===== config.mk =====
export PLATFORM = sky130hd
export DESIGN_NAME = univ_shift_reg_amisha
export DESIGN_NICKNAME = d
export VERILOG_FILES = /design/src/rtl/univ_shift_reg_amisha.sv
export SDC_FILE = /design/constraint.sdc
export NUM_CORES = 1
export LEC_CHECK = 0
export CAP_MARGIN = 20
export CORE_UTILIZATION = 41
export DETAILED_ROUTE_END_ITERATION = 12
export GPL_TIMING_DRIVEN = 0
export HOLD_SLACK_MARGIN = 0.08
export PLACE_DENSITY = 0.86
export SLEW_MARGIN = 40
export SYNTH_ARGS = -nofsm -noshare
export SYNTH_HDL_FRONTEND = slang
export SYNTH_SLANG_ARGS = --single-unit

===== constraint.sdc =====
create_clock -name clk_amisha -period 1.6 [get_ports clk_amisha]
set_clock_uncertainty 0.2 [all_clocks]
set_input_delay 0.4 -clock clk_amisha [delete_from_list [all_inputs] [get_ports clk_amisha]]
set_output_delay 0.4 -clock clk_amisha [all_outputs]
set_load 0.05 [all_outputs]

===== src/rtl/univ_shift_reg_amisha.sv =====
// Universal WIDTH-bit shift register: load, logical/arithmetic shifts, rotates and sync clear,
// with a saturating shift counter and a one-cycle completion pulse for SERDES use.
module univ_shift_reg_amisha #(
  parameter int               WIDTH     = 8,
  parameter logic [WIDTH-1:0] RESET_VAL = {WIDTH{1'b0}}
) (
  input  logic                       clk_amisha,
  input  logic                       reset_amisha,
  input  logic                       clr_amisha,
  input  logic                       en_amisha,
  input  logic [2:0]                 mode_amisha,
  input  logic                       sin_lsb_amisha,
  input  logic                       sin_msb_amisha,
  input  logic [WIDTH-1:0]           d_amisha,
  output logic [WIDTH-1:0]           q_amisha,
  output logic                       sout_msb_amisha,
  output logic                       sout_lsb_amisha,
  output logic [$clog2(WIDTH+1)-1:0] cnt_amisha,
  output logic                       done_amisha
);

  localparam int            CW      = $clog2(WIDTH + 1);
  localparam logic [CW-1:0] CNT_MAX = CW'(WIDTH);
  localparam logic [CW-1:0] CNT_ONE = {{(CW-1){1'b0}}, 1'b1};

  localparam logic [2:0] MODE_SHL  = 3'b001;
  localparam logic [2:0] MODE_SHR  = 3'b010;
  localparam logic [2:0] MODE_ASR  = 3'b011;
  localparam logic [2:0] MODE_ROL  = 3'b100;
  localparam logic [2:0] MODE_ROR  = 3'b101;
  localparam logic [2:0] MODE_LOAD = 3'b110;

  logic [WIDTH-1:0] q_r;
  logic [WIDTH-1:0] q_next_s;
  logic [CW-1:0]    cnt_r;
  logic [CW-1:0]    cnt_next_s;
  logic             done_r;
  logic             done_next_s;
  logic             is_shift_s;

  // Next-state selection: clear beats hold-on-disable, which beats the mode decode.
  always_comb begin
    q_next_s    = q_r;
    cnt_next_s  = cnt_r;
    done_next_s = 1'b0;
    is_shift_s  = 1'b0;
    if (clr_amisha) begin
      q_next_s   = RESET_VAL;
      cnt_next_s = {CW{1'b0}};
    end else if (en_amisha) begin
      case (mode_amisha)
        MODE_SHL: begin
          q_next_s   = {q_r[WIDTH-2:0], sin_lsb_amisha};
          is_shift_s = 1'b1;
        end
        MODE_SHR: begin
          q_next_s   = {sin_msb_amisha, q_r[WIDTH-1:1]};
          is_shift_s = 1'b1;
        end
        MODE_ASR: begin
          q_next_s   = {q_r[WIDTH-1], q_r[WIDTH-1:1]};
          is_shift_s = 1'b1;
        end
        MODE_ROL: begin
          q_next_s   = {q_r[WIDTH-2:0], q_r[WIDTH-1]};
          is_shift_s = 1'b1;
        end
        MODE_ROR: begin
          q_next_s   = {q_r[0], q_r[WIDTH-1:1]};
          is_shift_s = 1'b1;
        end
        MODE_LOAD: begin
          q_next_s   = d_amisha;
          cnt_next_s = {CW{1'b0}};
        end
        default: begin
          q_next_s = q_r;
        end
      endcase
      // The pulse marks only the step into saturation, never cycles spent at WIDTH.
      if (is_shift_s && (cnt_r < CNT_MAX)) begin
        cnt_next_s  = cnt_r + CNT_ONE;
        done_next_s = (cnt_r == (CNT_MAX - CNT_ONE));
      end else begin
        done_next_s = 1'b0;
      end
    end else begin
      q_next_s = q_r;
    end
  end

  // State registers with asynchronous reset.
  always_ff @(posedge clk_amisha or posedge reset_amisha) begin
    if (reset_amisha) begin
      q_r    <= RESET_VAL;
      cnt_r  <= {CW{1'b0}};
      done_r <= 1'b0;
    end else begin
      q_r    <= q_next_s;
      cnt_r  <= cnt_next_s;
      done_r <= done_next_s;
    end
  end

  assign q_amisha        = q_r;
  assign cnt_amisha      = cnt_r;
  assign done_amisha     = done_r;
  assign sout_msb_amisha = q_r[WIDTH-1];
  assign sout_lsb_amisha = q_r[0];

endmodule

After elaboration in Yosys (flattened, before gate mapping)
Index checks and enable logic that the tools add are counted.

cells by class
  mux-type cells = 13
  equal/unequal tests = 8
  add/sub/neg operators = 1
  reductions and logical operators = 9
  $lt $le $gt $ge = 1

operator list
  cell                                            count
  case mux 8 bit (6 select lines)                 1
  2-to-1 mux 4 bit                                4
  2-to-1 mux 8 bit                                2
  == test 3 bit (second input constant)           3
  nonzero test 7 bit                              1
  == test 3 x 2 -> 1 bit (second input constant)  2
  2-to-1 mux 1 bit                                6
  nonzero test 6 bit                              1
  OR reduction 5 bit                              1
  adder 4 x 1 -> 4 bit (second input constant)    1
  == test 4 x 3 -> 1 bit (second input constant)  1
  < comparator 4 bit (second input constant)      1
  AND reduction 2 bit                             2
  == test 3 x 1 -> 1 bit (second input constant)  1
  AND reduction 3 bit                             1
  nonzero test 3 bit                              1
  inequality test 2 bit (second input constant)   1
  nonzero test 2 bit                              1
  logical AND 1 bit                               1

storage, ports and cells
  bits in registers = 13
  output and inout bits = 15
  input port bits = 17
  logic and storage cells = 36

Logic depth before layout (Yosys ltp)
Gate-level depths: netlist (run 1).

  word-level depth = 9
  depth in mapped cells = 6
  depth with buffers taken out = 4

Worst setup path after synthesis (run 1)
No wires, ideal clock.

  kind = flip-flop to flip-flop
  start point = reg cnt_r[3], in the netlist cnt_amisha[3]
  end point = reg cnt_r[0], in the netlist cnt_amisha[0]
  cell stages (with the launch flop) = 5
  setup slack = -0.179 ns
  path buffers = 0
  data required time = 1.279 ns
  period minus slack after synthesis = 1.779 ns
  arrival = 1.458 ns
  cells stage by stage = dfrtp_1 o21ba_1 o2111ai_2 and2b_4 a22o_1

on the way
  cells in the longest elaborated chain, start to end = 5
  elaborated cells on any way between the ends = 7
  those cells by class = order compare: 1; mux: 3; reduce/logical: 3

ends and longest elaborated chain
  what                      RTL line  RTL
  start: declaration        35        logic [CW-1:0] cnt_r;
  start signal: assignment  96        cnt_r <= {CW{1'b0}};
  start signal: assignment  100       cnt_r <= cnt_next_s;
  < comparator 4 bit *      81        if (is_shift_s && (cnt_r < CNT_MAX)) begin
  logical AND 1 bit *       81
  2-to-1 mux 4 bit          81
  2-to-1 mux 4 bit          50        end else if (en_amisha) begin
  2-to-1 mux 4 bit          47        if (clr_amisha) begin

Mark *: on every way between the ends. The rest lies on a longest branch, timed or not. The select of a mux whose other input is x is not followed.
A chain may end at the register's enable or synchronous reset.

Worst setup path after layout (run 1)
Same ends and word-level chain as after synthesis.

==> impl_results.md, run 1 <==
- Wirelength per Cell: 15.66 um
- Final hold violation count: 0
- Post-synth EDFFs: 0
- Drt first-iter violations: 25
- Number of buffers inserted during clock tree synthesis: 3
- # IOs: 32
- Minimum setup slack in the final design: 0.02207 ns
- Max rail drop VDD: 638.8 uV
- Layout net count: 172
- Cell count after synthesis: 109
- Critical Path Start Type: register
- Cell-internal power: 0.0006009 W
- Final Max Tran Viols: 0
- Count of H-tree levels built during CTS: 1
- Tot GR Track Use: 23.37%
- Worst path cell trace: o21ba_4, o2111ai_4, and2b_4, a22o_1
- Main combinational cell family by area after synthesis: compound AO/OA/AOI/OAI gates
- DIE HEIGHT: 51.72 um
- Crit path DAT: 1.55 ns
- Fill cells: 203
- Parity-gate share of the synthesized area counting xor and xnor cells: 0%
- Worst setup path class: reg2reg
- CTS root buffer: sky130_fd_sc_hd__clkbuf_4
- Maximum operating frequency: 0.6337 GHz
- Worst Hold Class: in2async
- Final setup violation count: 0
- Final weighted congestion in routability-driven placement: 0.8442
- Complex-gate fraction of the synthesized area: 30.62%
- Worst slew margin relative to its limit: 64.61%
- Clock network power share: 21.9%
- Worst setup slack after placement: -0.6308 ns
- Setup repair after global routing missed its margin: true
- Initial antenna violation count: 0
- Number of global-route vias before repair: 1008
- Multiplexer fraction of the synthesized cell area: 0.9877%
- Final worst-path cycle share: 98.62%
- #FFs+latches synth: 13
- Layout Area Growth over Synthesis: 43.83%
- Number of buffers added to fix hold violations after cts: 0
- Mean instance size in the synthesized netlist: 9.298 um^2
- PortBufs: 30
- Endpoint class of the critical path: register
- Max-Cap Viols: 0
- Clock tree from TritonCTS: yes
- Slowest cell delay on critical path: 0.45 ns
- Post-synthesis simple-gate area fraction: 25.68%
- WP buf/inv: 0
- Critical R2R Launch: cnt_amisha[3]
- Commonest non-fill, non-tap cell in the layout: sky130_fd_sc_hd__buf_4
- Remaining DRCs: 0
- Seq. cell area: 331.6 um^2
- Core region area: 0.002276 mm^2
- Sinks on Clock Net: 13
- Placed instance area: 0.001368 mm^2
- Slowest stage cell, crit path: sky130_fd_sc_hd__dfrtp_2
- Global route total overflow: 0
- Yosys Warn Count: 0
- Initial core utilization: 44.53%
- Part of the total power dissipated in sequential elements: 39.2%
- Fraction of power spent switching nets: 37.06%
- Floorplan row count: 17
- Number of diodes added for antenna fixing: 0
- Outcome: finished clean
- Post-route cell area: 0.001458 mm^2
- Power share of the combinational group: 38.9%
- Async set-reset flop share out of synthesis: 100.0%
- Synth Flop Type: sky130_fd_sc_hd__dfrtp_1
- Family with the most delay on the worst path: compound AO/OA/AOI/OAI gates
- Combined area of all synthesized cells: 0.001013 mm^2
- Net switching power figure: 0.0003537 W
- Area used by multi-input combinational logic: 633.1 um^2
- Crit Path Max Fanout: 5
- Sequential fraction of the synthesis area: 32.10%
- Final min period: 1.578 ns
- Routed vias: 1058
- Die outline width: 51.72 um
- Fraction of final layout cells sized beyond drive strength 1: 37.91%
- Pre-Repair DR Iteration Count: 4
- Antenna-violating nets left: 0
- Adder and majority gate portion of the synthesized area: 1.235%
- Via density per instance: 5.845
- Setup TNS: 0 ns
- Routed Wire Length: 2835 um
- Critical path required time: 1.57 ns
- Power per standard cell area: 654.9 mW/mm^2
- Max Root-Sink Buffers: 2
- Total Die Area: 0.002675 mm^2
- Leading cell types in the layout, fill and taps excluded: sky130_fd_sc_hd__buf_4 (19), sky130_fd_sc_hd__nor2_1 (16), sky130_fd_sc_hd__clkdlybuf4s50_1 (11)
- Critical path origin: cnt_amisha[3]
- Wire length of the first global-routing pass: 4664 um
- Transition time at the pin with the least slew margin: 0.5303 ns
- Pin count of the biggest net entering global routing: 14
- HPWL reported at the end of detailed placement: 1929 um
- Clock insertion delay at the later pin of the skew report: 0.28 ns
- Clock transition at the registers of the reported paths: 0.08 ns
- Synthesized Nets: 127
- Leakage power total: 0.6318 nW
- Number of distinct standard cells referenced by the synthesized netlist: 43
## through the flow
| step | hold slack [ns] | cells | util [%] | total power (W) |
|---|---|---|---|---|
| after floorplan | 0.07689 | 109 | - | 0.0006015 |
| after global placement | 0.3470 | 167 | 60.09 | 0.0007163 |
| after detailed placement | 0.3596 | 167 | 60.09 | 0.0007257 |
| after CTS | 0.2728 | 178 | 61.52 | 0.0009285 |
| after global routing | 0.3161 | 181 | 64.05 | 0.0009998 |
| final | 0.2478 | 181 | 64.05 | 0.0009546 |
## per-layer routing
layer  vias up  share of wire (%)  global-route usage, %
li1        496                  -                      -
met1       516                 41                  28.70
met2        46                 52                  42.42
met3         0                6.1                  5.263
met4         0                  0                  2.703
met5         -                  0                      0
## cell usage after synthesis, types with 2 or more instances
library cell	count	area [um^2]
sky130_fd_sc_hd__a32o_1	2	20.02
sky130_fd_sc_hd__buf_4	3	22.52
sky130_fd_sc_hd__buf_6	4	45.04
sky130_fd_sc_hd__o21ai_0	2	10.01
sky130_fd_sc_hd__nor3_1	2	10.01
sky130_fd_sc_hd__nor2_1	17	63.81
sky130_fd_sc_hd__o21ai_1	3	15.01
sky130_fd_sc_hd__inv_1	5	18.77
sky130_fd_sc_hd__dfrtp_1	13	325.3
sky130_fd_sc_hd__nor3b_1	2	15.01
sky130_fd_sc_hd__nand2_1	5	18.77
sky130_fd_sc_hd__nand3b_1	4	30.03
sky130_fd_sc_hd__o221ai_1	5	43.79
sky130_fd_sc_hd__o2bb2ai_1	5	43.79
sky130_fd_sc_hd__a31oi_1	4	25.02
sky130_fd_sc_hd__nand2b_1	2	12.51
sky130_fd_sc_hd__a21oi_1	5	25.02
## area by class of cell
type | count | area share (%)
flip-flops and latches | 13 | 22.75
multi-input cells | 82 | 43.43
repair buffers | 41 | 23.43
plain buffers | 8 | 4.893
clock buffers | 4 | 1.803
well taps | 28 | 2.403
inverters | 5 | 1.288
## power groups by stage
stage | sequential [W] | combinational (W) | clock, W
finish | 0.000374 | 0.000371 | 0.000209
global route | 0.000377 | 0.000396 | 0.000227
CTS | 0.000372 | 0.000347 | 0.000210
detailed placement | 0.000380 | 0.000346 | 0
global placement | 0.000378 | 0.000339 | 0
floorplan | 0.000439 | 0.000162 | 0
## timing repair
action	4_1_cts	5_1_grt
setup endpoints to repair	28	23
pin swaps	5	4
gates resized for setup	90	25
setup buffers	6	5
gates cloned	1	0
## worst reg2reg max path, cell delays in order (launching register included)
cell and delay (ns):
sky130_fd_sc_hd__dfrtp_2 0.45, sky130_fd_sc_hd__o21ba_4 0.24, sky130_fd_sc_hd__o2111ai_4 0.15, sky130_fd_sc_hd__and2b_4 0.23, sky130_fd_sc_hd__a22o_1 0.21
## cells by family (layout without fill, tap and decap cells)
| kind of cell | Yosys count | in the layout |
|---|---|---|
| and+or+nand+nor | 43 | 43 |
| buffers and inverters | 14 | 58 |
| muxes | 1 | 1 |
| DFF | 13 | 13 |
| adders and majority gates | 1 | 1 |
| AOI/OAI and AO/OA | 37 | 37 |
## worst paths after layout
kind                       slack [ns]       endpoint  cells past startpoint
hold reg to reg                  0.37    q_amisha[6]                      1
hold / removal                   0.25    q_amisha[0]                      2
setup / recovery                 0.02  cnt_amisha[0]                      4
min in group clk_amisha          0.37    q_amisha[6]                      1
setup reg to reg                 0.02  cnt_amisha[0]                      4
max in group asynchronous        0.57  cnt_amisha[3]                      2
## flip-flops by register name (all words and copies together), names as in the netlist
| signal | cells |
|---|---|
| q_amisha | 8 |
| cnt_amisha | 4 |
| done_amisha | 1 |
Note: power is estimated with default switching activity, not from simulation.
==> inputs of run 2 (changes only) <==
PLACE_DENSITY = 0.8   (was 0.86)
==> impl_results.md, run 2 (same netlist as run 1, synthesis figures left out) <==
- Final min period: 1.589 ns (was 1.578 ns)
- Worst setup path class: reg2out (was reg2reg)
- CTS root buffer: sky130_fd_sc_hd__clkbuf_4 (unchanged)
- Max Root-Sink Buffers: 2 (unchanged)
- HPWL reported at the end of detailed placement: 1828 um (was 1929 um)
- Tot GR Track Use: 21.91% (was 23.37%)
- Max-Cap Viols: 0 (unchanged)
- Placed instance area: 0.001368 mm^2 (unchanged)
- Pre-Repair DR Iteration Count: 4 (unchanged)
- Wirelength per Cell: 15.09 um (was 15.66 um)
- Critical R2R Launch: cnt_amisha[3] (unchanged)
- Maximum operating frequency: 0.6295 GHz (was 0.6337 GHz)
- Pin count of the biggest net entering global routing: 14 (unchanged)
- Placed Cells incl. Taps: 167 (unchanged)
- Number of buffers added to fix hold violations after cts: 0 (unchanged)
- Layout net count: 171 (was 172)
- Die outline width: 51.72 um (unchanged)
- Number of diodes added for antenna fixing: 0 (unchanged)
- Largest register FFs: 8 (unchanged)
- # IOs: 32 (unchanged)
- Critical path required time: 1.00 ns (was 1.57 ns)
- Wire length of the first global-routing pass: 4326 um (was 4664 um)
- Clock tree from TritonCTS: yes (unchanged)
- Final weighted congestion in routability-driven placement: 0.8005 (was 0.8442)
- Count of H-tree levels built during CTS: 1 (unchanged)
- Critical path origin: cnt_amisha[3] (unchanged)
- Sinks on Clock Net: 13 (unchanged)
- Drt first-iter violations: 14 (was 25)
- WP buf/inv: 1 (was 0)
- Worst Hold Class: in2async (unchanged)
- Leakage power total: 0.6303 nW (was 0.6318 nW)
- Number of buffers inserted during clock tree synthesis: 3 (unchanged)
- Transition time at the pin with the least slew margin: 0.5046 ns (was 0.5303 ns)
- Clock insertion delay at the later pin of the skew report: 0.29 ns (was 0.28 ns)
- Critical Path Start Type: register (unchanged)
- Final worst-path cycle share: 99.29% (was 98.62%)
- Setup TNS: 0 ns (unchanged)
- Final setup violation count: 0 (unchanged)
- Total Die Area: 0.002675 mm^2 (unchanged)
- Reg2reg path depth: 4 (unchanged)
- Worst path cell trace: buf_2 (was o21ba_4, o2111ai_4, and2b_4, a22o_1)
- Number of global-route vias before repair: 937 (was 1008)
- Layout Area Growth over Synthesis: 45.68% (was 43.83%)
- Via density per instance: 5.644 (was 5.845)
- Core utilization of the finished layout: 64.87% (was 64.05%)
- Max rail drop VDD: 531.2 uV (was 638.8 uV)
- Antenna-violating nets left: 0 (unchanged)
- Routed vias: 1016 (was 1058)
- Final cell count without fillers: 180 (was 181)
- Slowest cell delay on critical path: 0.42 ns (was 0.45 ns)
- Count of cell instances traversed by the critical path: 1 (was 4)
- Crit path DAT: 0.99 ns (was 1.55 ns)
- DIE HEIGHT: 51.72 um (unchanged)
- Endpoint class of the critical path: output pin (was register)
- Clock transition at the registers of the reported paths: 0.09 ns (was 0.08 ns)
- Routed Wire Length: 2717 um (was 2835 um)
- Power per standard cell area: 654.8 mW/mm^2 (was 654.9 mW/mm^2)
- Remaining DRCs: 0 (unchanged)
- Fraction of final layout cells sized beyond drive strength 1: 39.47% (was 37.91%)
- Global route total overflow: 0 (unchanged)
- Final Max Tran Viols: 0 (unchanged)
- Setup repair after global routing missed its margin: true (unchanged)
- Outcome: finished clean (unchanged)
- Worst slew margin relative to its limit: 66.32% (was 64.61%)
- Power Total: 0.0009668 W (was 0.0009546 W)
- Family with the most delay on the worst path: flip-flops (was compound AO/OA/AOI/OAI gates)
- Core region area: 0.002276 mm^2 (unchanged)
- Post-route cell area: 0.001476 mm^2 (was 0.001458 mm^2)
- Floorplan row count: 17 (unchanged)
- Leading cell types in the layout, fill and taps excluded: sky130_fd_sc_hd__nor2_1 (16), sky130_fd_sc_hd__buf_4 (16), sky130_fd_sc_hd__clkdlybuf4s50_1 (11) (was sky130_fd_sc_hd__buf_4 (19), sky130_fd_sc_hd__nor2_1 (16), sky130_fd_sc_hd__clkdlybuf4s50_1 (11))
- PortBufs: 30 (unchanged)
- Crit Path Max Fanout: 5 (unchanged)
- Initial core utilization: 44.53% (unchanged)
- Final hold violation count: 0 (unchanged)
- Initial antenna violation count: 0 (unchanged)
- Slowest stage cell, crit path: sky130_fd_sc_hd__dfrtp_2 (unchanged)
-- run 2: changes by cell type in the layout (fill, tap and decap cells not counted), sizes merged --
cell	before	now
clkbuf	9	7
dlygate4sd2	2	1
clkdlybuf4s15	0	2
-- run 2: area by class of cell --
class                           instances  area, um^2
Tap cell                               28       35.03
Clock buffer                            4       26.28
Sequential cell                        13       330.3
Inverter                                5       18.77
Multi-Input combinational cell         82       644.4
Fill cell                             204       799.5
Timing Repair Buffer                   39       337.8
Buffer                                  9       83.83
-- run 2: repair_timing --
item	4_1_cts	5_1_grt
cloned	2	0
pin swaps	4	7
gates resized for setup	100	18
setup buffers	3	4
endpoints found under the setup margin	28	15
-- run 2: worst paths after layout --
path                            endpoint  slack [ns]
max                        cnt_amisha[3]        0.01
min                          q_amisha[5]        0.23
max reg2reg                cnt_amisha[0]        0.02
min reg2reg                cnt_amisha[2]        0.38
max in group asynchronous  cnt_amisha[2]        0.60
min in group clk_amisha      done_amisha        0.34
-- run 2: metal layers --
metal | global-route usage (%) | up-vias | part of all wire [%]
li1 | - | 493 | -
met1 | 27.55 | 488 | 44
met2 | 37.66 | 32 | 50
met3 | 2.047 | 3 | 4.8
met4 | 9.910 | 0 | 1.3
met5 | 0 | - | 0
-- run 2: per-stage QoR --
stage	worst slack, ns	hold slack (ns)
6_report	0.01144	0.2254
5_1_grt	-0.03044	0.2863
4_1_cts	-0.01695	0.2437
3_5_place_dp	-0.6000	0.3630
3_3_place_gp	-0.5668	0.3509
2_1_floorplan	-0.04629	0.07689
-- run 2: power by group --
group          internal [W]  leakage, nW  total, W  switching (W)
Sequential         0.000348        0.171  0.000373      0.0000251
Combinational      0.000161        0.445  0.000377       0.000216
Clock             0.0000969       0.0150  0.000217       0.000120
Total              0.000606        0.630  0.000967       0.000361
==> inputs of run 3 (changes only) <==
GPL_ROUTABILITY_DRIVEN = 0   (was unset)
==> results of run 3 <==
Final layout, timing and power as in run 2 (identical DEF).
